--- config.mk ---
export PLATFORM = sky130hd
export DESIGN_NAME = imem_fetch_ctrl
export DESIGN_NICKNAME = d
export VERILOG_FILES = /design/src/rtl/fetch_pkg.sv /design/src/rtl/fetch_queue.sv /design/src/rtl/imem_fetch_ctrl.sv
export SDC_FILE = /design/constraint.sdc
export NUM_CORES = 1
export LEC_CHECK = 0
export BUFFER_PORTS_ARGS = -buffer_cell sky130_fd_sc_hd__buf_2
export CAP_MARGIN = 15
export CORE_UTILIZATION = 59
export CTS_CLUSTER_SIZE = 40
export DETAILED_ROUTE_END_ITERATION = 10
export GPL_ROUTABILITY_DRIVEN = 0
export PLACE_DENSITY = 0.86
export SLEW_MARGIN = 20
export SYNTH_ARGS = -nofsm -noshare
export SYNTH_HDL_FRONTEND = slang
export SYNTH_SLANG_ARGS = --single-unit
--- constraint.sdc ---
create_clock -name clk -period 5.35 [get_ports clk]
set_input_delay 0.8025 -clock clk [delete_from_list [all_inputs] [get_ports clk]]
set_output_delay 0.8025 -clock clk [all_outputs]
set_load 0.03 [all_outputs]
--- src/rtl/fetch_pkg.sv ---
// Shared types and constants for the instruction fetch sequencer.
package fetch_pkg;
   localparam int ADDR_W  = 8;
   localparam int INSTR_W = 16;
   localparam logic [INSTR_W-1:0] DEFAULT_HALT_WORD = 16'hFFFF;

   typedef enum logic [1:0] {IDLE, RUN, DRAIN, HALT} state_t;

   typedef struct packed {
      logic [INSTR_W-1:0] instr;
      logic [ADDR_W-1:0]  pc;
   } entry_t;
endpackage

--- src/rtl/fetch_queue.sv ---
// Two-entry FIFO of fetched {instr, pc} pairs; flush empties it in one cycle.
module fetch_queue
   import fetch_pkg::*;
(
   input  logic       clk,
   input  logic       reset_n,
   input  logic       push,
   input  entry_t     push_data,
   input  logic       pop,
   input  logic       flush,
   output entry_t     head,
   output logic [1:0] count
);

   entry_t slot [2];
   logic   rd_ptr;
   logic   wr_ptr;

   // When full with a simultaneous pop, wr_ptr equals rd_ptr, so the push lands in the slot being freed.
   always_ff @(posedge clk or negedge reset_n) begin
      if (!reset_n) begin
         slot[0] <= '0;
         slot[1] <= '0;
         rd_ptr  <= 1'b0;
         wr_ptr  <= 1'b0;
         count   <= 2'd0;
      end else if (flush) begin
         rd_ptr <= 1'b0;
         wr_ptr <= 1'b0;
         count  <= 2'd0;
      end else begin
         if (push) begin
            slot[wr_ptr] <= push_data;
            wr_ptr       <= ~wr_ptr;
         end
         if (pop) rd_ptr <= ~rd_ptr;
         case ({push, pop})
            2'b10:   count <= count + 2'd1;
            2'b01:   count <= count - 2'd1;
            default: ;
         endcase
      end
   end

   assign head = slot[rd_ptr];

endmodule

--- src/rtl/imem_fetch_ctrl.sv ---
// Instruction fetch sequencer: owns the PC, fills a 2-entry queue toward decode,
// honours branch redirects and stops after fetching the halt word.
module imem_fetch_ctrl
   import fetch_pkg::*;
#(
   parameter logic [ADDR_W-1:0]  BOOT_ADDR = 8'h00,
   parameter logic [INSTR_W-1:0] HALT_WORD = DEFAULT_HALT_WORD
) (
   input  logic               clk,
   input  logic               reset_n,
   input  logic               start,
   output logic [ADDR_W-1:0]  imem_addr,
   input  logic [INSTR_W-1:0] imem_rd,
   output logic [INSTR_W-1:0] instr,
   output logic [ADDR_W-1:0]  instr_pc,
   output logic               instr_valid,
   input  logic               instr_ready,
   input  logic               redirect,
   input  logic [ADDR_W-1:0]  redirect_pc,
   output logic               busy,
   output logic               halted,
   output logic               pc_wrap
);

   state_t            state;
   logic [ADDR_W-1:0] pc;
   logic [1:0]        count;
   entry_t            head;
   entry_t            fetch_entry;
   logic              pop;
   logic              fetch;
   logic              flush;

   // Redirect outranks everything outside IDLE and suppresses that cycle's fetch.
   assign flush       = redirect && (state != IDLE);
   assign pop         = instr_valid && instr_ready;
   assign fetch       = (state == RUN) && !redirect && ((count != 2'd2) || pop);
   assign fetch_entry = '{instr: imem_rd, pc: pc};

   fetch_queue u_queue (
      .clk       (clk),
      .reset_n   (reset_n),
      .push      (fetch),
      .push_data (fetch_entry),
      .pop       (pop),
      .flush     (flush),
      .head      (head),
      .count     (count)
   );

   assign instr_valid = (count != 2'd0);
   assign instr       = head.instr;
   assign instr_pc    = head.pc;
   assign imem_addr   = pc;

   always_ff @(posedge clk or negedge reset_n) begin
      if (!reset_n) begin
         state   <= IDLE;
         pc      <= BOOT_ADDR;
         busy    <= 1'b0;
         halted  <= 1'b0;
         pc_wrap <= 1'b0;
      end else begin
         pc_wrap <= fetch && (pc == '1);
         if (flush) begin
            state  <= RUN;
            pc     <= redirect_pc;
            busy   <= 1'b1;
            halted <= 1'b0;
         end else begin
            case (state)
               IDLE: begin
                  if (start) begin
                     state <= RUN;
                     busy  <= 1'b1;
                  end
               end
               RUN: begin
                  if (fetch) begin
                     pc <= pc + 1'b1;
                     if (imem_rd == HALT_WORD) state <= DRAIN;
                  end
               end
               DRAIN: begin
                  // No fetches here, so the queue empties exactly when its last entry pops.
                  if ((count == 2'd1) && pop) begin
                     state  <= HALT;
                     busy   <= 1'b0;
                     halted <= 1'b1;
                  end
               end
               HALT: ;
               default: begin
                  state  <= IDLE;
                  busy   <= 1'b0;
                  halted <= 1'b0;
               end
            endcase
         end
      end
   end

endmodule

# Word level (Yosys, flattened, before mapping)
# Cells that the tools add are included.
[totals]
reg_bits = 65
elab_cells = 88
[op_classes]
add_sub_neg = 3
order_cmp = 3
eq_ne = 12
muxes = 28
bitwise = 5
n_reduce_logical = 25
[op_table]
columns = ["op", "n"]
rows = [
  ["two-way mux 24 bit", 4],
  ["bitwise mux 48 bit", 1],
  ["demux 24 bit (select 1 bit)", 1],
  ["two-way mux 8 bit", 3],
  ["== test 16 bit, second input constant", 1],
  ["nonzero test 2 bit", 7],
  ["two-way mux 2 bit", 6],
  ["two-way mux 1 bit", 10],
  ["!= test 3 bit, second input constant", 3],
  ["adder 8 x 1 -> 8 bit, second input constant", 1],
  ["== test 8 bit, second input constant", 1],
  ["logical AND 1 bit", 7],
  ["== test 2 x 1 -> 1 bit, second input constant", 3],
  ["one-hot mux 2 bit (3 select lines)", 1],
  ["AND reduction 2 bit", 3],
  ["nonzero test 3 bit", 2],
  ["AND reduction 5 bit", 1],
  ["== test 2 bit, second input constant", 2],
  ["greater-or-equal comparator 2 bit, second input constant", 2],
  ["inverter 1 -> 2 bit", 2],
  ["one-hot mux 2 bit (2 select lines)", 1],
  ["nonzero test 4 bit", 1],
  ["!= test 3 x 2 -> 1 bit, second input constant", 1],
  ["inverter 1 bit", 3],
  ["9 further kinds", 9],
]

# Longest topological paths before layout
# Gate-level depths: netlist of the first run.
[logic_depth]
ltp_word = 7
mapped_depth = 8
mapped_depth_nobuf = 7

# Hierarchy
# From an unflattened synthesis of the first run, not the netlist that was laid out.
[hier_totals]
hier_cells = 240
hier_area_um2 = 3175.5
[modules_own_cells]
columns = ["mod", "instances", "cells_each", "area_each_um2", "seq_area_each_um2"]
rows = [
  ["fetch_queue", 1, 146, 2293.4, 1301.2],
  ["imem_fetch_ctrl", 1, 94, 882.1, 325.3],
]

# Least setup slack after synthesis of the first run
# No wires, ideal clock.
[synth_timing]
path_type = "reg-to-output"
start = "register u_queue.rd_ptr"
end = "output port instr[10]"
t_arrival_ps = 1215
required_time_ps = 4548
slack_ps = 3332
path_stages_with_launch = 4
path_cell_list = "dfrtp_1 > clkbuf_1 > buf_2 > mux2_2"
[synth_via]
elab_chain_len = 4
[synth_lines]
columns = ["item", "line", "rtl"]
rows = [
  ["start: declaration", "fetch_queue.sv:16", "logic rd_ptr;"],
  ["start signal: assignment", "fetch_queue.sv:36", "if (pop) rd_ptr <= ~rd_ptr;"],
  ["inverter 1 -> 2 bit (not written as such)", "fetch_queue.sv:45", "assign head = slot[rd_ptr];"],
  ["two-way mux 24 bit (not written as such) (3 in a row)", "fetch_queue.sv:45", ""],
  ["end: declaration", "imem_fetch_ctrl.sv:14", "output logic [INSTR_W-1:0] instr,"],
]
# Every way passes these cells. The select of a mux whose other input is x is not followed.

# Worst setup path in the final report of the first run
[layout_timing]
start = "register u_queue.count[0]"
end = "register u_queue.slot[32] in the netlist's numbering"
[layout_via]
elab_chain_len = 5
word_cells_on_any_way = 6
[layout_lines]
columns = ["item", "line", "rtl"]
rows = [
  ["start: declaration", "fetch_queue.sv:12", "output logic [1:0] count"],
  ["start signal: assignment", "fetch_queue.sv:38", "2'b10: count <= count + 2'd1;"],
  ["start signal: assignment", "fetch_queue.sv:39", "2'b01: count <= count - 2'd1;"],
  ["nonzero test 2 bit", "imem_fetch_ctrl.sv:51", "assign instr_valid = (count != 2'd0);"],
  ["logical AND 1 bit", "imem_fetch_ctrl.sv:36", "assign pop = instr_valid && instr_ready;"],
  ["logical OR 1 bit (*)", "imem_fetch_ctrl.sv:37", "assign fetch = (state == RUN) && !redirect && ((count != 2'd2) || pop);"],
  ["logical AND 1 bit (*)", "imem_fetch_ctrl.sv:37", ""],
  ["AND reduction 2 bit (no source line) (*)", "-", ""],
  ["end signal: indexed assignment", "fetch_queue.sv:33", "slot[wr_ptr] <= push_data;"],
  ["end: declaration", "fetch_queue.sv:15", "entry_t slot [2];"],
]
# Mark *: on every way between the ends. The rest lies on a longest branch, timed or not.
# A chain may end at the register's enable or synchronous reset.

==> flow_summary.html, run 1 <==
<table>
<tr><th>Metric</th><th>Value</th></tr>
<tr><th colspan="2">Run status</th></tr>
<tr><td>Run status</td><td>finished clean</td></tr>
<tr><th colspan="2">Logic synthesis</th></tr>
<tr><td>Synth area leader</td><td>dfrtp_1</td></tr>
<tr><td>Most used DFF post-synth</td><td>dfrtp_1</td></tr>
<tr><td>Simple-Gate Fraction of Synth Area</td><td>8.337%</td></tr>
<tr><td>Async S/R FF share, synth</td><td>100.0%</td></tr>
<tr><td>Portion of netlist area occupied by mux cells</td><td>27.16%</td></tr>
<tr><td>Seq/Total Area, Yosys</td><td>49.94%</td></tr>
<tr><td>Synthesized instance count</td><td>248</td></tr>
<tr><td>Adder and majority gate portion of the synthesized area</td><td>under 10%</td></tr>
<tr><td>Synthesized-area fraction occupied by ao, oa, aoi and oai cells</td><td>5.340%</td></tr>
<tr><td>Xor and xnor area share after synthesis</td><td>about 2.4%</td></tr>
<tr><td>Summed instance area of the synthesized netlist</td><td>0.003257 mm^2</td></tr>
<tr><td>Total of flip-flops plus latches after synthesis</td><td>65</td></tr>
<tr><td>Main combinational cell family by area after synthesis</td><td>multiplexers</td></tr>
<tr><td>Distinct cell type count after synthesis</td><td>40</td></tr>
<tr><td>Synth Warn #</td><td>0</td></tr>
<tr><td>Area contributors post-synth</td><td>dfrtp_1 (50%), mux2_2 (11%), mux2_4 (9.2%), mux2_1 (6.2%), ha_1 (2.7%)</td></tr>
<tr><td>Post-synth net total</td><td>284</td></tr>
<tr><td>Portion of synthesized cell area occupied by the leading cell type</td><td>around 50%</td></tr>
<tr><td>Post-synth EDFFs</td><td>0</td></tr>
<tr><td>Avg Cell Area, Syn</td><td>approximately 13 um^2</td></tr>
<tr><th colspan="2">Worst setup path</th></tr>
<tr><td>Crit path launch type</td><td>flop</td></tr>
<tr><td>Critical Setup Path Class</td><td>reg2reg</td></tr>
<tr><td>CP required</td><td>~5.6 ns</td></tr>
<tr><td>Reg2reg path depth</td><td>7</td></tr>
<tr><td>CP max FO</td><td>14</td></tr>
<tr><td>Worst EP arrival</td><td>2.88 ns</td></tr>
<tr><td>Kind of capture point of the worst setup path</td><td>flop</td></tr>
<tr><th colspan="2">Routing</th></tr>
<tr><td>Number of DRC violations after detailed-routing iteration 0</td><td>~130</td></tr>
<tr><td>Remaining number of nets flagged by the antenna check after routing</td><td>0</td></tr>
<tr><td>Via count</td><td>about 2200</td></tr>
<tr><td>Average via count per standard cell</td><td>5.587</td></tr>
<tr><td>DRC violations left</td><td>0</td></tr>
<tr><td>WL/cell</td><td>about 17 um</td></tr>
<tr><td>Wire length reported by the detailed router</td><td>6457 um</td></tr>
<tr><td>DR pass1 iterations</td><td>4</td></tr>
<tr><th colspan="2">Placement</th></tr>
<tr><td>Cell count after placement</td><td>roughly 370</td></tr>
<tr><td>DPL Wire Length</td><td>4449 um</td></tr>
<tr><td>IO buf count</td><td>64</td></tr>
<tr><td>Place WS</td><td>2.497 ns</td></tr>
<tr><td>Post-place instance area</td><td>between 0.003 and 0.004 mm^2</td></tr>
<tr><th colspan="2">STA</th></tr>
<tr><td>Sum Neg Setup Slack</td><td>0 ns</td></tr>
<tr><td>Final hold violation count</td><td>0</td></tr>
<tr><td>Fin Clk Skew</td><td>~0.0054 ns</td></tr>
<tr><td>Setup repair after global routing missed its margin</td><td>false</td></tr>
<tr><td>Max Transition Viols Final</td><td>0</td></tr>
<tr><td>Fmax achieved</td><td>377.3 MHz</td></tr>
<tr><td>Transition at the pin with the smallest max-transition slack</td><td>approximately 0.80 ns</td></tr>
<tr><td>Normalized max-slew margin</td><td>around 47%</td></tr>
<tr><td>Worst hold margin</td><td>between 0.4 and 0.5 ns</td></tr>
<tr><td>Final setup violation count</td><td>0</td></tr>
<tr><td>Shortest period the worst path allows</td><td>between 2 and 3 ns</td></tr>
<tr><td>Share of the clock period used by the worst path</td><td>just under 50%</td></tr>
<tr><td>Final critical-path setup slack</td><td>roughly 2.7 ns</td></tr>
<tr><th colspan="2">Clocking</th></tr>
<tr><td>Clock edge transition at the registers on the reported setup and hold paths</td><td>~0.070 ns</td></tr>
<tr><td>Count of hold-fix buffers inserted at cts</td><td>0</td></tr>
<tr><td>Maximum clock path buffer count</td><td>2</td></tr>
<tr><td>Number of clock buffers inserted by TritonCTS</td><td>9</td></tr>
<tr><td>Number of setup buffers added after CTS</td><td>0</td></tr>
<tr><td>Clock tree sinks</td><td>65</td></tr>
<tr><td>Post-cts resize count</td><td>0</td></tr>
<tr><td>Insertion delay of the later-clocked pin in the worst-skew pair</td><td>between 0.3 and 0.4 ns</td></tr>
<tr><td>CTS H-tree lvls</td><td>3</td></tr>
<tr><td>TritonCTS clock tree</td><td>yes</td></tr>
<tr><td>Root buf cell</td><td>clkbuf_8</td></tr>
<tr><th colspan="2">Die</th></tr>
<tr><td>Row count</td><td>26</td></tr>
<tr><td>Die Ht</td><td>around 76 um</td></tr>
<tr><td>Core footprint</td><td>0.005205 mm^2</td></tr>
<tr><td>DIE AREA</td><td>approximately 0.0058 mm^2</td></tr>
<tr><td># IOs</td><td>65</td></tr>
<tr><td>Initial cell density of the core</td><td>around 63%</td></tr>
<tr><td>Die X</td><td>between 70 and 80 um</td></tr>
<tr><th colspan="2">GRT</th></tr>
<tr><td>Wire length of the first global-routing pass</td><td>between 10000 and 15000 um</td></tr>
<tr><td>Via count of the first global-routing pass</td><td>roughly 2200</td></tr>
<tr><td>GRT overflow</td><td>0</td></tr>
<tr><td>Antenna violations before repair</td><td>0</td></tr>
<tr><td>Total GRT Usage</td><td>24.78%</td></tr>
<tr><td>Largest net degree at the start of global routing</td><td>66</td></tr>
<tr><th colspan="2">Power</th></tr>
<tr><td>VDD IR max</td><td>about 0.37 mV</td></tr>
<tr><td>Fraction of power consumed by the clock network</td><td>18.1%</td></tr>
<tr><td>Share of total power in sequential cells</td><td>approximately 36%</td></tr>
<tr><td>Power per Cell Area</td><td>~630 mW/mm^2</td></tr>
<tr><td>Net switching fraction of the power</td><td>between 30% and 40%</td></tr>
<tr><td>Power spent charging and discharging nets</td><td>around 0.93 mW</td></tr>
<tr><td>Post-route total power</td><td>roughly 2.4 mW</td></tr>
<tr><td>P_int</td><td>1.459 mW</td></tr>
<tr><td>Leakage component of the power</td><td>1.799 nW</td></tr>
<tr><td>Combinational cell fraction of total power</td><td>between 40% and 50%</td></tr>
<tr><th colspan="2">Cells and area</th></tr>
<tr><td>Post-route non-filler standard cell count</td><td>slightly below 400</td></tr>
<tr><td>Net count, final</td><td>about 350</td></tr>
<tr><td>End-of-flow core utilization</td><td>72.76%</td></tr>
<tr><td>Final design area excluding fillers</td><td>roughly 0.0038 mm^2</td></tr>
<tr><td>Antenna cells</td><td>0</td></tr>
<tr><td>Layout-stage area growth over the synthesis result</td><td>16.29%</td></tr>
<tr><td>Fraction of layout instances using a drive strength above 1</td><td>a little over two fifths</td></tr>
<tr><td>Fill cell total of the finished layout</td><td>362</td></tr>
<tr><th colspan="2">Worst hold path</th></tr>
<tr><td>Min-delay worst type</td><td>reg2reg</td></tr>
<tr><td>WHS Path Cells</td><td>1</td></tr>
<tr><th colspan="2">Run</th></tr>
<tr><td>Max-Cap Viols</td><td>0</td></tr>
</table>
-- critical path, stage by stage, from the launching register on --
cell and delay, ns:
dfrtp_1 0.38, inv_1 0.10, ha_1 0.23, nand2b_4 0.18, a21oi_4 0.35, and2b_1 0.55, buf_4 0.38, mux2_2 0.37
-- cells in the mapped netlist, types with 2 or more instances --
cell type / number
o21ai_0: 10
nand2b_4: 2
and3_1: 3
nand3_1: 6
mux2_1: 18
xor2_1: 3
buf_12: 2
o211ai_1: 2
dfrtp_1: 65
a21oi_1: 2
buf_2: 3
nor2_1: 4
nand2b_1: 2
inv_1: 8
xnor2_1: 6
a21o_1: 2
buf_6: 4
nand4_1: 8
nand2_1: 17
ha_1: 7
o21ai_1: 4
mux2_2: 33
mux2_4: 20
-- final timing paths --
| path | startpoint | endpoint | slack, ns |
|---|---|---|---|
| worst min-delay path | u_queue.slot[3] | u_queue.slot[3] | 0.49 |
| worst max-delay path | u_queue.count[0] | u_queue.slot[32] | 2.70 |
| max in group asynchronous | reset_n | u_queue.rd_ptr | 4.15 |
| min in group asynchronous | reset_n | u_queue.slot[15] | 0.64 |
| worst min register to register | u_queue.slot[3] | u_queue.slot[3] | 0.49 |
| worst max register to register | u_queue.count[0] | u_queue.slot[32] | 2.70 |
-- registers in the layout (all words and copies together) (netlist names) --
register        flops
pc_wrap             1
busy                1
u_queue.slot       48
state               2
imem_addr           8
u_queue.wr_ptr      1
u_queue.rd_ptr      1
u_queue.count       2
halted              1
-- layout by cell type, fill, tap and decap left out, types with 2 or more instances in the layout --
cell       n
inv_1      8
nand3_1    6
and3_1     3
dfrtp_1   64
nor2_1     3
clkbuf_1   2
xor2_1     3
o211ai_1   2
nand2b_1   2
o21ai_0   10
mux2_1    18
nand4_1    8
clkbuf_8  12
buf_2     64
nand2_1   17
buf_4      2
o21ai_1    4
a21oi_1    2
ha_1       7
mux2_4    20
a21o_1     2
mux2_2    33
nand2b_4   2
xnor2_1    6
-- routing by layer --
layer	wire [um]	GRT usage, %	vias to the layer above	part of all wire (%)
met5	0	0	-	0
met4	112	10.00	0	1.7
met3	281	5.509	13	4.4
met2	3221	40.09	60	50
met1	2842	32.45	1081	44
li1	-	-	1025	-
-- power by group through the flow --
stage | clock network [mW] | logic [mW] | registers (mW)
final | 0.433 | 1.10 | 0.859
after global routing | 0.462 | 1.17 | 0.889
after CTS | 0.440 | 1.11 | 0.858
after detailed placement | 0 | 1.11 | 0.861
after global placement | 0 | 1.07 | 0.850
after floorplan | 0 | 0.918 | 0.817
-- layout make-up --
cell class	instances	area, um^2	area share (%)
clock buffers	14	172.7	4.559
clock inverters	2	35.03	0.9250
inverters	8	30.03	0.7929
multi-input cells	165	1499	39.58
flip-flops and latches	65	1628	42.98
well taps	70	87.58	2.313
repair buffers	66	335.3	8.854
-- cells by family (layout without fill, tap and decap cells) --
logic type	after synthesis	in the layout
mux	72	72
flops	65	65
simple gates	50	50
compound gates	27	27
buf+inv	18	90
xor+xnor	9	9
fa+ha+maj	7	7
(Power assumes the default switching activity.)
==> run 2: changes to the inputs <==
--- a/config.mk
+++ b/config.mk
@@ -7,11 +7,11 @@
 export LEC_CHECK = 0
 export BUFFER_PORTS_ARGS = -buffer_cell sky130_fd_sc_hd__buf_2
 export CAP_MARGIN = 15
-export CORE_UTILIZATION = 59
+export CORE_UTILIZATION = 55
 export CTS_CLUSTER_SIZE = 40
 export DETAILED_ROUTE_END_ITERATION = 10
 export GPL_ROUTABILITY_DRIVEN = 0
-export PLACE_DENSITY = 0.86
+export PLACE_DENSITY = 0.81
 export SLEW_MARGIN = 20
 export SYNTH_ARGS = -nofsm -noshare
 export SYNTH_HDL_FRONTEND = slang
==> constraint.sdc (replaced) <==
create_clock -name clk -period 2.45 [get_ports clk]
set_input_delay 0.3675 -clock clk [delete_from_list [all_inputs] [get_ports clk]]
set_output_delay 0.3675 -clock clk [all_outputs]
set_load 0.03 [all_outputs]
==> run 2 against run 1 <==
The flow now finishes with violations (negative hold slack). Global-route usage decreased by 2.1 points. Utilization fell by 4.6 points. Maximum frequency increased by 30%. Final cell count up 1.8%. Power up 120%. Clock power increased by 120%. Sequential share of layout area down 0.41 points. Combinational power is 130% higher.
==> flow_summary.html, run 2 (same netlist as run 1, synthesis figures left out) <==
<table>
<tr><th>Metric</th><th>Value</th></tr>
<tr><th colspan="2">Power</th></tr>
<tr><td>Share of total power in sequential cells</td><td>34.5% (-1.4 points)</td></tr>
<tr><td>Leakage component of the power</td><td>1.817 nW (+0.99%)</td></tr>
<tr><td>Power per Cell Area</td><td>1366 mW/mm^2 (+120%)</td></tr>
<tr><td>Fraction of power consumed by the clock network</td><td>17.9% (-0.2 points)</td></tr>
<tr><td>VDD IR max</td><td>0.6220 mV (+66%)</td></tr>
<tr><td>Power spent charging and discharging nets</td><td>2.066 mW (+120%)</td></tr>
<tr><td>Net switching fraction of the power</td><td>39.59% (+0.53 points)</td></tr>
<tr><td>Combinational cell fraction of total power</td><td>47.6% (+1.6 points)</td></tr>
<tr><td>P_int</td><td>3.154 mW (+120%)</td></tr>
<tr><td>Post-route total power</td><td>5.220 mW (+120%)</td></tr>
<tr><th colspan="2">GRT</th></tr>
<tr><td>GRT overflow</td><td>0 (unchanged)</td></tr>
<tr><td>Largest net degree at the start of global routing</td><td>29 (-56%)</td></tr>
<tr><td>Wire length of the first global-routing pass</td><td>10540 um (-4.9%)</td></tr>
<tr><td>Via count of the first global-routing pass</td><td>2235 (+2.0%)</td></tr>
<tr><td>Antenna violations before repair</td><td>0 (unchanged)</td></tr>
<tr><td>Total GRT Usage</td><td>22.69% (-2.1 points)</td></tr>
<tr><th colspan="2">Worst setup path</th></tr>
<tr><td>Cell Chain, Critical Path</td><td>inv_1 -&gt; ha_1 -&gt; nand2b_4 -&gt; a21oi_4 -&gt; nand2_2 -&gt; mux2_1</td></tr>
<tr><td>Worst EP arrival</td><td>2.27 ns (-0.61 ns)</td></tr>
<tr><td>Reg2reg path depth</td><td>6 (-1)</td></tr>
<tr><td>CP max stage cell</td><td>mux2_1</td></tr>
<tr><td>CP max FO</td><td>25 (+11)</td></tr>
<tr><td>Minimum setup slack among reg-to-reg paths</td><td>0.40 ns (-2.30 ns)</td></tr>
<tr><td>CP required</td><td>2.67 ns (-2.91 ns)</td></tr>
<tr><td>Slowest cell delay on critical path</td><td>0.47 ns (-0.08 ns)</td></tr>
<tr><td>Crit path launch type</td><td>flop</td></tr>
<tr><td>Critical Setup Path Class</td><td>reg2reg</td></tr>
<tr><td>Beginning of the worst register-to-register path</td><td>u_queue.count[0]</td></tr>
<tr><td>Worst R2R End</td><td>u_queue.slot[5]</td></tr>
<tr><td>Worst setup startpoint</td><td>u_queue.count[0]</td></tr>
<tr><td>Worst Setup EP</td><td>u_queue.slot[5]</td></tr>
<tr><td>Kind of capture point of the worst setup path</td><td>flop</td></tr>
<tr><th colspan="2">Cells and area</th></tr>
<tr><td>Flip-flop count of the largest register after layout</td><td>48 (unchanged)</td></tr>
<tr><td>Layout-stage area growth over the synthesis result</td><td>17.33%</td></tr>
<tr><td>Fraction of layout instances using a drive strength above 1</td><td>44.31% (+0.87 points)</td></tr>
<tr><td>Area occupied by multi-input gates</td><td>0.001496 mm^2 (-0.17%)</td></tr>
<tr><td>Register name with the most flops</td><td>u_queue.slot</td></tr>
<tr><td>Most common cell after layout, fill and taps aside</td><td>dfrtp_1</td></tr>
<tr><td>Net count, final</td><td>356 (+1.4%)</td></tr>
<tr><td>Fill cell total of the finished layout</td><td>446 (+23%)</td></tr>
<tr><td>Post-route non-filler standard cell count</td><td>397 (+1.8%)</td></tr>
<tr><td>Seq. cell area</td><td>0.001627 mm^2 (about the same)</td></tr>
<tr><td>Commonest cells after routing, fill and taps aside</td><td>dfrtp_1 (65), buf_2 (64), mux2_2 (33)</td></tr>
<tr><td>Antenna cells</td><td>0 (unchanged)</td></tr>
<tr><th colspan="2">Placement</th></tr>
<tr><td>Cell count after placement</td><td>381 (+1.9%)</td></tr>
<tr><td>DPL Wire Length</td><td>4460 um (+0.25%)</td></tr>
<tr><td>IO buf count</td><td>64 (unchanged)</td></tr>
<tr><td>Place WS</td><td>0.3990 ns (-2.098 ns)</td></tr>
<tr><th colspan="2">STA</th></tr>
<tr><td>Setup repair after global routing missed its margin</td><td>false</td></tr>
<tr><td>Fin Clk Skew</td><td>0.007641 ns (+0.002235 ns)</td></tr>
<tr><td>Sum Neg Setup Slack</td><td>0 ns (unchanged)</td></tr>
<tr><td>Transition at the pin with the smallest max-transition slack</td><td>0.6273 ns (-0.1686 ns)</td></tr>
<tr><td>Max Transition Viols Final</td><td>0 (unchanged)</td></tr>
<tr><td>Normalized max-slew margin</td><td>58.03% (+11 points)</td></tr>
<tr><td>Final critical-path setup slack</td><td>0.4036 ns (-2.296 ns)</td></tr>
<tr><td>Share of the clock period used by the worst path</td><td>83.53% (+34 points)</td></tr>
<tr><td>Shortest period the worst path allows</td><td>2.046 ns (-0.6042 ns)</td></tr>
<tr><td>Worst hold margin</td><td>-0.01332 ns (-0.5008 ns)</td></tr>
<tr><td>Final hold violation count</td><td>10 (+10)</td></tr>
<tr><td>Final setup violation count</td><td>0 (unchanged)</td></tr>
<tr><td>Fmax achieved</td><td>488.7 MHz (+30%)</td></tr>
<tr><th colspan="2">Die</th></tr>
<tr><td># IOs</td><td>65 (unchanged)</td></tr>
<tr><td>Row count</td><td>27 (+3.8%)</td></tr>
<tr><td>Initial cell density of the core</td><td>58.08% (-4.5 points)</td></tr>
<tr><td>DIE AREA</td><td>0.006233 mm^2 (+7.1%)</td></tr>
<tr><td>Die Ht</td><td>78.95 um (+3.5%)</td></tr>
<tr><td>Die X</td><td>78.95 um (+3.5%)</td></tr>
<tr><td>Core footprint</td><td>0.005608 mm^2 (+7.7%)</td></tr>
<tr><th colspan="2">Run</th></tr>
<tr><td>Max-Cap Viols</td><td>0 (unchanged)</td></tr>
<tr><th colspan="2">Routing</th></tr>
<tr><td>DR pass1 iterations</td><td>4 (unchanged)</td></tr>
<tr><td>Remaining number of nets flagged by the antenna check after routing</td><td>0 (unchanged)</td></tr>
<tr><td>Average via count per standard cell</td><td>5.516 (-1.3%)</td></tr>
<tr><td>WL/cell</td><td>16.07 um (-2.9%)</td></tr>
<tr><td>DRC violations left</td><td>0 (unchanged)</td></tr>
<tr><td>Via count</td><td>2190 (+0.50%)</td></tr>
<tr><td>Wire length reported by the detailed router</td><td>6379 um (-1.2%)</td></tr>
<tr><td>Number of DRC violations after detailed-routing iteration 0</td><td>139 (+7.8%)</td></tr>
<tr><th colspan="2">Clocking</th></tr>
<tr><td>Insertion delay of the later-clocked pin in the worst-skew pair</td><td>0.34 ns (about the same)</td></tr>
<tr><td>Number of clock buffers inserted by TritonCTS</td><td>9 (unchanged)</td></tr>
<tr><td>TritonCTS clock tree</td><td>yes</td></tr>
<tr><td>Count of hold-fix buffers inserted at cts</td><td>0 (unchanged)</td></tr>
<tr><td>Maximum clock path buffer count</td><td>2 (unchanged)</td></tr>
<tr><td>Number of setup buffers added after CTS</td><td>0 (unchanged)</td></tr>
<tr><td>Root buf cell</td><td>clkbuf_8</td></tr>
<tr><td>Post-cts resize count</td><td>0 (unchanged)</td></tr>
<tr><td>CTS H-tree lvls</td><td>3 (unchanged)</td></tr>
<tr><td>Clock tree sinks</td><td>65 (unchanged)</td></tr>
<tr><td>Clock edge transition at the registers on the reported setup and hold paths</td><td>0.08 ns (about the same)</td></tr>
<tr><th colspan="2">Run status</th></tr>
<tr><td>Run status</td><td>complete, but fails checks</td></tr>
<tr><td>Violated checks</td><td>negative hold slack</td></tr>
<tr><th colspan="2">Worst hold path</th></tr>
<tr><td>Min-delay worst type</td><td>in2async</td></tr>
</table>
-- run 2: area by class of cell --
| cell class | instances | share of cell area (%) |
|---|---|---|
| Inverter | 8 | 0.7859 |
| Timing Repair Buffer | 71 | 9.758 |
| Sequential cell | 65 | 42.57 |
| Clock inverter | 6 | 1.768 |
| Tap cell | 72 | 2.358 |
| Clock buffer | 10 | 3.602 |
| Multi-Input combinational cell | 165 | 39.16 |
-- run 2: worst min-delay path by stage --
stage	slack (ns)	depth (start not counted)	to	startpoint
2_1_floorplan	0.07	0	busy	reset_n
3_3_place_gp	0.37	1	u_queue.slot[45]	reset_n
3_5_place_dp	0.38	1	u_queue.slot[21]	reset_n
4_1_cts	0.003	1	u_queue.slot[44]	reset_n
5_1_grt	0.02	1	u_queue.slot[44]	reset_n
6_report	-0.01	1	u_queue.slot[44]	reset_n
-- run 2: power groups by stage --
| stage | Clock (mW) | Combinational, mW | Sequential (mW) |
|---|---|---|---|
| finish | 0.933 | 2.49 | 1.80 |
| CTS | 0.947 | 2.51 | 1.80 |
| detailed placement | 0 | 2.50 | 1.81 |
| floorplan | 0 | 2.01 | 1.78 |
| global route | 0.999 | 2.66 | 1.86 |
| global placement | 0 | 2.45 | 1.79 |
-- run 2: through the flow --
step                      cell area (um^2)  hold WS, ns  util (%)
after floorplan                       3257      0.07191         -
after global placement                3616       0.3668     64.48
after detailed placement              3616       0.3819     64.48
after CTS                             3821     0.003154     68.14
after global routing                  3821      0.01641     68.14
final                                 3821     -0.01332     68.14
-- run 2: critical path: cells and delay by family, from the launching register on --
family                   cells  cell delay, ns
buffers and inverters        1            0.09
flip-flops                   1            0.38
multiplexers                 1            0.47
adder cells (fa/ha/maj)      1            0.23
AND/OR/NAND/NOR              2            0.57
AO/OA/AOI/OAI                1            0.18
-- run 2: routing by layer --
| metal | global-route usage [%] | vias up | routed length (um) | share of wire, % |
|---|---|---|---|---|
| li1 | - | 1032 | - | - |
| met1 | 29.56 | 1093 | 2843 | 45 |
| met2 | 36.09 | 50 | 3183 | 50 |
| met3 | 3.563 | 15 | 206 | 3.2 |
| met4 | 13.09 | 0 | 146 | 2.3 |
| met5 | 0 | - | 0 | 0 |
==> run 3: changes to the inputs <==
==> constraint.sdc (replaced) <==
create_clock -name clk -period 2 [get_ports clk]
set_input_delay 0.3 -clock clk [delete_from_list [all_inputs] [get_ports clk]]
set_output_delay 0.3 -clock clk [all_outputs]
set_load 0.03 [all_outputs]
==> run 3 against run 2 <==
The flow now finishes without violations. Final cell count up 1.5%. Clock power increased by 15%. Utilization is 1.7 points higher. Combinational power rose by 30%. Worst hold slack improved by 0.19 ns. Highest routed layer unchanged.
==> flow_summary.html, run 3 (same netlist as run 1, synthesis figures left out) <==
<table>
<tr><th>Metric</th><th>Value</th></tr>
<tr><th colspan="2">Worst setup path</th></tr>
<tr><td>CP required</td><td>2.22 ns (-0.45 ns)</td></tr>
<tr><td>Critical Setup Path Class</td><td>reg2reg</td></tr>
<tr><td>Kind of capture point of the worst setup path</td><td>flop</td></tr>
<tr><td>Minimum setup slack among reg-to-reg paths</td><td>0.07 ns (-0.33 ns)</td></tr>
<tr><td>CP max FO</td><td>12 (-52%)</td></tr>
<tr><td>Worst EP arrival</td><td>2.15 ns (-0.12 ns)</td></tr>
<tr><td>Crit path launch type</td><td>flop</td></tr>
<tr><th colspan="2">Power</th></tr>
<tr><td>Power per Cell Area</td><td>1668 mW/mm^2 (+22%)</td></tr>
<tr><td>Leakage component of the power</td><td>1.871 nW (+3.0%)</td></tr>
<tr><td>Post-route total power</td><td>6.534 mW (+25%)</td></tr>
<tr><td>VDD IR max</td><td>0.8725 mV (+40%)</td></tr>
<tr><th colspan="2">STA</th></tr>
<tr><td>Sum Neg Setup Slack</td><td>0 ns (unchanged)</td></tr>
<tr><td>Final setup violation count</td><td>0 (unchanged)</td></tr>
<tr><td>Fmax achieved</td><td>518.4 MHz (+6.1%)</td></tr>
<tr><td>Fin Clk Skew</td><td>0.005737 ns (-0.001905 ns)</td></tr>
<tr><td>Max Transition Viols Final</td><td>0 (unchanged)</td></tr>
<tr><td>Shortest period the worst path allows</td><td>1.929 ns (-0.1173 ns)</td></tr>
<tr><td>Transition at the pin with the smallest max-transition slack</td><td>0.4988 ns (-0.1285 ns)</td></tr>
<tr><td>Setup repair after global routing missed its margin</td><td>false</td></tr>
<tr><td>Final hold violation count</td><td>0 (-10)</td></tr>
<tr><td>Share of the clock period used by the worst path</td><td>96.45% (+13 points)</td></tr>
<tr><td>Normalized max-slew margin</td><td>66.75% (+8.7 points)</td></tr>
<tr><th colspan="2">Die</th></tr>
<tr><td>Die X</td><td>78.95 um (unchanged)</td></tr>
<tr><td># IOs</td><td>65 (unchanged)</td></tr>
<tr><td>Core footprint</td><td>0.005608 mm^2 (unchanged)</td></tr>
<tr><td>DIE AREA</td><td>0.006233 mm^2 (unchanged)</td></tr>
<tr><td>Initial cell density of the core</td><td>58.08% (unchanged)</td></tr>
<tr><td>Die Ht</td><td>78.95 um (unchanged)</td></tr>
<tr><td>Row count</td><td>27 (unchanged)</td></tr>
<tr><th colspan="2">Placement</th></tr>
<tr><td>IO buf count</td><td>64 (unchanged)</td></tr>
<tr><td>DPL Wire Length</td><td>4582 um (+2.7%)</td></tr>
<tr><td>Post-place instance area</td><td>0.003676 mm^2 (+1.7%)</td></tr>
<tr><th colspan="2">Clocking</th></tr>
<tr><td>CTS H-tree lvls</td><td>3 (unchanged)</td></tr>
<tr><td>Clock edge transition at the registers on the reported setup and hold paths</td><td>0.07 ns (about the same)</td></tr>
<tr><td>TritonCTS clock tree</td><td>yes</td></tr>
<tr><td>Insertion delay of the later-clocked pin in the worst-skew pair</td><td>0.34 ns (about the same)</td></tr>
<tr><td>Clock tree sinks</td><td>65 (unchanged)</td></tr>
<tr><td>Maximum clock path buffer count</td><td>2 (unchanged)</td></tr>
<tr><td>Root buf cell</td><td>clkbuf_8</td></tr>
<tr><td>Number of clock buffers inserted by TritonCTS</td><td>9 (unchanged)</td></tr>
<tr><th colspan="2">Routing</th></tr>
<tr><td>Via count</td><td>2208 (+0.82%)</td></tr>
<tr><td>Wire length reported by the detailed router</td><td>6900 um (+8.2%)</td></tr>
<tr><td>Average via count per standard cell</td><td>5.479 (-0.68%)</td></tr>
<tr><td>DRC violations left</td><td>0 (unchanged)</td></tr>
<tr><td>Number of DRC violations after detailed-routing iteration 0</td><td>133 (-4.3%)</td></tr>
<tr><td>WL/cell</td><td>17.12 um (+6.6%)</td></tr>
<tr><td>Remaining number of nets flagged by the antenna check after routing</td><td>0 (unchanged)</td></tr>
<tr><td>DR pass1 iterations</td><td>4 (unchanged)</td></tr>
<tr><th colspan="2">GRT</th></tr>
<tr><td>Total GRT Usage</td><td>23.35% (+0.66 points)</td></tr>
<tr><td>Antenna violations before repair</td><td>0 (unchanged)</td></tr>
<tr><td>Via count of the first global-routing pass</td><td>2304 (+3.1%)</td></tr>
<tr><td>GRT overflow</td><td>0 (unchanged)</td></tr>
<tr><td>Largest net degree at the start of global routing</td><td>33 (+14%)</td></tr>
<tr><td>Wire length of the first global-routing pass</td><td>10850 um (+3.0%)</td></tr>
<tr><th colspan="2">Cells and area</th></tr>
<tr><td>Final design area excluding fillers</td><td>0.003918 mm^2 (+2.5%)</td></tr>
<tr><td>Net count, final</td><td>364 (+2.2%)</td></tr>
<tr><td>Flip-flop count of the largest register after layout</td><td>48 (unchanged)</td></tr>
<tr><td>Antenna cells</td><td>0 (unchanged)</td></tr>
<tr><td>Most common cell after layout, fill and taps aside</td><td>dfrtp_1</td></tr>
<tr><td>Fraction of layout instances using a drive strength above 1</td><td>45.32% (+1.0 points)</td></tr>
<tr><td>Commonest cells after routing, fill and taps aside</td><td>dfrtp_1 (65), buf_2 (64), mux2_2 (33)</td></tr>
<tr><td>Layout-stage area growth over the synthesis result</td><td>20.28%</td></tr>
<tr><td>Register name with the most flops</td><td>u_queue.slot</td></tr>
<tr><th colspan="2">Run status</th></tr>
<tr><td>Run status</td><td>finished clean</td></tr>
<tr><th colspan="2">Worst hold path</th></tr>
<tr><td>Min-delay worst type</td><td>in2reg</td></tr>
<tr><th colspan="2">Run</th></tr>
<tr><td>Max-Cap Viols</td><td>0 (unchanged)</td></tr>
</table>
-- run 3: changes by cell type in the layout (fill, tap and decap cells not counted), sizes merged --
cell         delta
buf             +6
clkinvlp        -2
clkbuf          +1
dlygate4sd3     +1
-- run 3: report_power, final --
part / leakage, nW / internal [mW] / switching [mW]
Clock: 0.0978 / 0.589 / 0.482
Sequential: 0.782 / 1.88 / 0.355
Combinational: 0.992 / 1.50 / 1.72
-- run 3: final timing paths --
| path | from | endpoint | cells past startpoint |
|---|---|---|---|
| max reg2reg | u_queue.count[0] | u_queue.slot[32] | 7 |
| max | u_queue.count[0] | u_queue.slot[32] | 7 |
| min | redirect_pc[5] | imem_addr[5] | 3 |
| max in group asynchronous | reset_n | u_queue.slot[4] | 3 |
| min in group asynchronous | reset_n | u_queue.slot[19] | 2 |
| min reg2reg | u_queue.slot[23] | u_queue.slot[23] | 1 |
-- run 3: final cells by class --
cell class                 instances  area (um^2)
fill                             415         1690
clock buffer                      10        137.6
multi-input combinational        165         1498
clock inverter                     4        45.04
timing repair buffer              79        490.5
tap                               72        90.09
sequential                        65         1627
inverter                           8        30.03
-- run 3: worst max-delay path, stage by stage (launching register included) --
cell and delay (ns):
dfrtp_1 0.36, inv_1 0.09, ha_1 0.24, nand2b_4 0.18, a21oi_4 0.20, and2b_2 0.23, buf_12 0.17, mux2_2 0.34
-- run 3: what timing repair did --
item                                    4_1_cts  5_1_grt
endpoints found under the setup margin        4       24
pin swaps                                     1        1
buffers inserted                              0        3
endpoints found under the hold margin        18        0
hold buffers                                  1        0
resized for setup                             0        1
cloned                                        0        1
-- run 3: layer usage --
layer  vias to the layer above  share of wire, %  track usage (%)
li1                       1045                 -                -
met1                      1110                45            29.46
met2                        46                51            38.87
met3                         7               3.4            6.667
met4                         0               1.1            7.455
met5                         -                 0                0
-- run 3: stage by stage --
stage / hold WS, ns / util (%) / cells / setup slack (ns)
2_1_floorplan: 0.004409 / - / 248 / 0.1825
3_3_place_gp: 0.2855 / 65.55 / 384 / 0.08318
3_5_place_dp: 0.2907 / 65.55 / 384 / -0.008175
4_1_cts: 0.1623 / 68.99 / 399 / 0.007325
5_1_grt: 0.1564 / 69.86 / 403 / 0.002825
6_report: 0.1741 / 69.86 / 403 / 0.07092
